<file path="src/rtl/uart_echo_tester.sv">
// uart_echo_tester: host-side initiator for the UART increment-echo responder.
// Sends SEED, SEED+1, ... one byte at a time, waits for each reply (or a timeout),
// and scores the reply against sent+1, tallying ok / error / timed-out exchanges.
module uart_echo_tester #(
  parameter logic [7:0]  SEED    = 8'h00,
  parameter int unsigned TIMEOUT = 1000000,
  parameter int unsigned TO_W    = 20
) (
  input  logic       clk,
  input  logic       reset,
  input  logic       start,
  input  logic [7:0] num_bytes,
  input  logic       tx_done_tick,
  input  logic       rx_done_tick,
  input  logic [7:0] r_data,
  output logic       tx_start,
  output logic [7:0] w_data,
  output logic       busy,
  output logic       done,
  output logic [8:0] ok_cnt,
  output logic [8:0] err_cnt,
  output logic [8:0] to_cnt
);

  typedef enum logic [2:0] {IDLE, SEND, WAIT_TX, WAIT_RX, CHECK} state_t;

  localparam logic [TO_W-1:0] TIMER_LAST = TO_W'(TIMEOUT - 1);

  state_t          state, state_nx;
  logic [TO_W-1:0] timer;
  logic [8:0]      remaining;
  logic [7:0]      rx_byte;
  logic            timed_out;
  logic            done_r;
  logic            timer_exp;
  logic [7:0]      expected;

  assign timer_exp = (timer == TIMER_LAST);
  assign expected  = w_data + 8'd1;

  assign tx_start = (state == SEND);
  assign busy     = (state != IDLE);
  // done is registered so it coincides with the counts already holding the final score
  assign done     = done_r;

  // State register
  always_ff @(posedge clk) begin
    if (reset) state <= IDLE;
    else       state <= state_nx;
  end

  // Next-state logic; a reply beats both tx completion and timeout in the same cycle
  always_comb begin
    state_nx = state;
    case (state)
      IDLE:    if (start) state_nx = SEND;
      SEND:    state_nx = WAIT_TX;
      WAIT_TX: begin
        if (rx_done_tick || timer_exp) state_nx = CHECK;
        else if (tx_done_tick)         state_nx = WAIT_RX;
      end
      WAIT_RX: if (rx_done_tick || timer_exp) state_nx = CHECK;
      CHECK:   state_nx = (remaining == 9'd1) ? IDLE : SEND;
      default: state_nx = IDLE;
    endcase
  end

  // Datapath: byte sequencing, reply capture, timeout timer and scoring
  always_ff @(posedge clk) begin
    if (reset) begin
      w_data    <= '0;
      ok_cnt    <= '0;
      err_cnt   <= '0;
      to_cnt    <= '0;
      timer     <= '0;
      remaining <= '0;
      rx_byte   <= '0;
      timed_out <= 1'b0;
      done_r    <= 1'b0;
    end else begin
      done_r <= 1'b0;
      case (state)
        IDLE: begin
          if (start) begin
            ok_cnt    <= '0;
            err_cnt   <= '0;
            to_cnt    <= '0;
            remaining <= (num_bytes == 8'd0) ? 9'd256 : {1'b0, num_bytes};
            w_data    <= SEED;
          end
        end
        SEND: begin
          timer     <= '0;
          timed_out <= 1'b0;
        end
        WAIT_TX, WAIT_RX: begin
          timer <= timer + 1'b1;
          if (rx_done_tick)   rx_byte   <= r_data;
          else if (timer_exp) timed_out <= 1'b1;
        end
        CHECK: begin
          if (timed_out)               to_cnt  <= to_cnt + 9'd1;
          else if (rx_byte == expected) ok_cnt <= ok_cnt + 9'd1;
          else                         err_cnt <= err_cnt + 9'd1;
          remaining <= remaining - 9'd1;
          if (remaining == 9'd1) done_r <= 1'b1;
          else                   w_data <= w_data + 8'd1;
        end
        default: ;
      endcase
    end
  end

endmodule

</file>
<file path="config.mk">
export PLATFORM = sky130hd
export DESIGN_NAME = uart_echo_tester
export DESIGN_NICKNAME = d
export VERILOG_FILES = /design/src/rtl/uart_echo_tester.sv
export SDC_FILE = /design/constraint.sdc
export NUM_CORES = 1
export LEC_CHECK = 0
export ABC_AREA = 1
export CORE_ASPECT_RATIO = 0.75
export CORE_UTILIZATION = 55
export CTS_CLUSTER_DIAMETER = 150
export CTS_CLUSTER_SIZE = 20
export DETAILED_ROUTE_END_ITERATION = 16
export GPL_TIMING_DRIVEN = 0
export MAX_ROUTING_LAYER = met4
export PLACE_DENSITY = 0.84
export SLEW_MARGIN = 20
export SYNTH_ARGS = -nofsm -noshare
export SYNTH_HDL_FRONTEND = slang
export SYNTH_SLANG_ARGS = --single-unit
</file>
<file path="constraint.sdc">
create_clock -name clk -period 4.7 [get_ports clk]
set_clock_uncertainty 0.05 [all_clocks]
set_input_delay 1.175 -clock clk [delete_from_list [all_inputs] [get_ports clk]]
set_output_delay 1.175 -clock clk [all_outputs]
set_load 0.02 [all_outputs]
</file>
==> Yosys cells after proc, flatten, opt, wreduce, memory -nomap -nowiden <==
Index checks and enable logic that the tools add are counted.
{ "classes": {"addsub": 6, "n_eq_ne": 17, "mux": 26, "n_bitwise": 1, "n_reduce_logical": 16} }
{ "op_table": {"columns": ["operator", "n"], "rows": [
  ["2-to-1 mux 9 bit", 8],
  ["case mux 9 bit (2 select lines)", 4],
  ["case mux 20 bit (2 select lines)", 1],
  ["adder 9 x 1 -> 9 bit (second input constant)", 3],
  ["adder 20 x 1 -> 20 bit (second input constant)", 1],
  ["== test 20 bit (second input constant)", 1],
  ["!= test 2 bit (second input constant)", 9],
  ["2-to-1 mux 8 bit", 2],
  ["case mux 8 bit (2 select lines)", 1],
  ["case mux 3 bit (5 select lines)", 1],
  ["2-to-1 mux 3 bit", 4],
  ["AND reduction 3 bit", 4],
  ["== test 9 x 1 -> 1 bit (second input constant)", 1],
  ["subtractor 9 x 1 -> 9 bit (second input constant)", 1],
  ["adder 8 x 1 -> 8 bit (second input constant)", 1],
  ["== test 8 bit", 1],
  ["logical NOT 8 bit", 1],
  ["AND reduction 4 bit", 2],
  ["== test 3 x 2 -> 1 bit (second input constant)", 2],
  ["2-to-1 mux 1 bit", 4],
  ["AND reduction 2 bit", 2],
  ["nonzero test 2 bit", 2],
  ["OR reduction 2 bit", 2],
  ["== test 3 x 1 -> 1 bit (second input constant)", 1],
  ["7 further kinds", 7]
]} }
{ "word_totals": {"ff_bits": 77, "input_bits": 21, "output_inout_bits": 38} }

==> Depth between registers and ports, before layout <==
{ "depth": {"ltp_word": 5, "mapped_depth": 15, "ltp_nobuf": 14} }

==> Least setup slack after synthesis <==
No wires, ideal clock.
{ "synth_timing": {"kind": "input -> register", "from": "in start", "to": "reg ok_cnt[4]", "t_arrival_ns": 2.037, "slack_ns": 2.498, "cell_stages": 7, "path_buffers": 1, "path_cell_list": "nand2_2 > clkinv_2 > nor2_2 > a21oi_4 > buf_2 > a21oi_1 > nor2_1"} }
{ "synth_between": {"elab_chain_len": 2} }
{ "synth_lines": {"columns": ["item", "line", "text"], "rows": [
  ["start: declaration", "11", "input logic start,"],
  ["!= test 2 bit (no source line)", null, null],
  ["AND reduction 4 bit (no source line)", null, null],
  ["end signal: assignment", "103", "else if (rx_byte == expected) ok_cnt <= ok_cnt + 9'd1;"],
  ["end: declaration", "20", "output logic [8:0] ok_cnt,"]
]} }
No other way between the ends.
A chain may end at the register's enable or synchronous reset.

==> Final worst setup path <==
{ "layout_timing": {"from": "reg state[2]", "to": "out tx_start"} }
{ "layout_between": {"elab_chain_len": 1} }
{ "layout_lines": {"columns": ["item", "line", "text"], "rows": [
  ["start: declaration", "29", "state_t state, state_nx;"],
  ["start signal: assignment", "49", "else state <= state_nx;"],
  ["== test 3 x 1 -> 1 bit", "41", "assign tx_start = (state == SEND);"],
  ["end: declaration", "16", "output logic tx_start,"]
]} }
No other way between the ends.

==> results.md <==
- Outcome: complete, no violations
- DRC violations left: 0
- Post-CTS setup buffer count: 0
- Largest net degree at the start of global routing: 14
- GRT Overall Usage: 28.89%
- Wire length of the first global-routing pass: 18580 um
- Cts repair resizes: 0
- Power Density: 387.3 nW/um2
- First DRT Iteration DRCs: 380
- Worst R2R Start: w_data[0]
- Max clock buf depth: 2
- Die width: 104.9 um
- Critical Path Source: state[2]
- Area of placed instances: 5071 um2
- CP Data Arrival Time: 1820 ps
- CP Capture Point: tx_start
- Vias in the first global route: 3940
- Setup TNS: 0 ps
- Pin slew with the least headroom to its limit: 638.8 ps
- Slew HR: 57.41%
- CTS tree: yes
- Die Span Y: 79.15 um
- RSZ-0062 raised after global routing: false
- Total Power: 2.051 mW
- Final period util: 64.72%
- Final hold vios: 0
- Vias per inst: 5.558
- Reg-to-Reg End: err_cnt[4]
- Layout cells sized above 1: 10.66%
- WS Path Type: reg2out
- Cell area after technology mapping: 4364 um2
- Area grow syn2layout: 21.36%
- Die area: 8299 um2
- DP HPWL: 8222 um
- Clk_lat worst skew: 360 ps
- # setup viols final: 0
- Top delay family on crit path: buffers and inverters
- Routed Wire Length: 11430 um
- Overflow after GRT: 0
- HP Class: reg2reg
- Wire length per cell: 14.04 um
- Pleak: 1.938 nW
- Reg2reg path depth: 12
- Critical Path Stages: 2
- Post-DRT Antenna Nets: 0
- Crit path largest cell delay: 690 ps
- Hold Buf Count CTS: 0
- Mean Syn Cell Area: 6.830 um2
- Worst setup EP type: primary output
- Commonest non-fill, non-tap cell in the layout: nand2_1
- Via Count: 4524
- Initial antenna violation count: 0
- Worst Path Required: 3470 ps
- Internal reg-to-reg setup slack: 2420 ps
- CTS Sinks: 77
- Reg clk slew, reported paths: 80 ps
- Syn nets: 667
- Clock period minus final worst setup slack: 3042 ps
- Pre-antenna DRT Iters: 5
- CP Buf/Inv Count: 1
- Most frequent cells in the layout: 137 x nand2_1, 77 x dfxtp_1, 74 x nor2_1
- Final WS setup: 1658 ps
- # H-tree levels: 3
- CTS root buf: clkbuf_8
- Unique masters post-synth: 45
- Design Area, Final: 5296 um2
- Placement Setup Slack: 1687 ps
- VDD IR max: 246.4 uV
- Final GP Congestion: 0.9474
- Type of origin of the critical path: flip-flop
- Final core utilization: 70.62%
- Io pins: 59
- Fmax: 0.3288 GHz
- Max Cap Viol: 0
- CTS Buf Count: 9
- Largest fanout on the critical path: 6
- Sequential-to-total area share from yosys stat: 35.32%
- Core ar.: 7500 um2
- Synthesized netlist cell count: 639
- Yosys warning count: 0
- IO buf count: 58
- Num rows: 27
- Layout Nets: 736
- Initial core utilization: 58.19%
- Flop and latch count out of synthesis: 77
- Worst path cell trace: nor3_1 -> clkdlybuf4s50_1
- N_diodes: 0
- Slew Limit Fails: 0
- Critical Path Slowest Stage Cell: clkdlybuf4s50_1
[kinds of logic after synthesis]
family | share of synthesized area [%]
xor gates and xnor gates | 1.806
AOI/OAI and AO/OA | 15.31
and+or+nand+nor | 37.07
buffers and inverters | 8.486
adders and majority gates | 2.007
DFF | 35.32
[cell usage after synthesis (all sizes together)]
master	n	area share [%]
ha	7	2.0
a31oi	7	1.0
or2	10	1.4
clkbuf	12	1.0
inv	74	6.4
nor3	14	1.7
o211ai	4	0.69
buf	5	0.80
a22oi	2	0.34
o221a	1	0.26
nand4	11	2.1
dfxtp	77	35
o21a	1	0.17
a211oi	4	0.69
a21oi	56	7.0
nor2	82	8.4
nor3b	3	0.52
o211a	1	0.23
o22ai	1	0.14
o21ai	33	4.0
nand3	63	8.4
clkinv	3	0.29
nand2	145	13
nor4	7	1.0
and3	1	0.14
xnor2	3	0.60
nand3b	2	0.34
xor2	6	1.2
a221oi	4	0.80
[stage by stage]
stage / hold slack, ps / cells
finish: 426.3 / 814
global route: 459.8 / 814
CTS: 429.8 / 814
detailed placement: 416.8 / 798
global placement: 407.5 / 798
floorplan: 394.3 / 639
[registers in the layout, summed over array words and instances (netlist names)]
register	flops
done	1
err_cnt	9
ok_cnt	9
remaining	9
rx_byte	8
state	3
timed_out	1
timer	20
to_cnt	9
w_data	8
[metal layers]
| metal | vias to the layer above | routed length, um | track usage, % |
|---|---|---|---|
| li1 | 2268 | - | - |
| met1 | 2063 | 5176 | 37.80 |
| met2 | 173 | 5231 | 45.23 |
| met3 | 20 | 874 | 6.650 |
| met4 | 0 | 148 | 7.606 |
| met5 | - | 0 | - |
[worst min-delay path by stage]
stage / from / slack, ps / endpoint / cells after the start
floorplan: rx_byte[5] / 390 / rx_byte[5] / 2
global placement: rx_byte[5] / 410 / rx_byte[5] / 2
detailed placement: rx_byte[6] / 420 / rx_byte[6] / 2
CTS: rx_byte[6] / 430 / rx_byte[6] / 2
global route: rx_byte[4] / 460 / rx_byte[4] / 2
finish: rx_byte[6] / 430 / rx_byte[6] / 2
[worst min-delay path, stage by stage, from the launching register on]
cell     delay, ps
dfxtp_1        320
inv_1           60
a21oi_1         50
[area by class of cell]
class                           instances  area [um2]
Sequential cell                        77        1541
Clock buffer                           11       141.4
Timing Repair Buffer                   58       580.6
Multi-Input combinational cell        468        2452
Clock inverter                          5       83.83
Buffer                                 17       80.08
Inverter                               77       290.3
Fill cell                             628        2203
Tap cell                              101       126.4
[report_power, final]
group	switching [mW]	internal [mW]	leakage (nW)
logic	0.435	0.246	1.21
clock network	0.259	0.315	0.106
registers	0.0755	0.721	0.626
No activity file was read; power rests on OpenSTA's default activity.
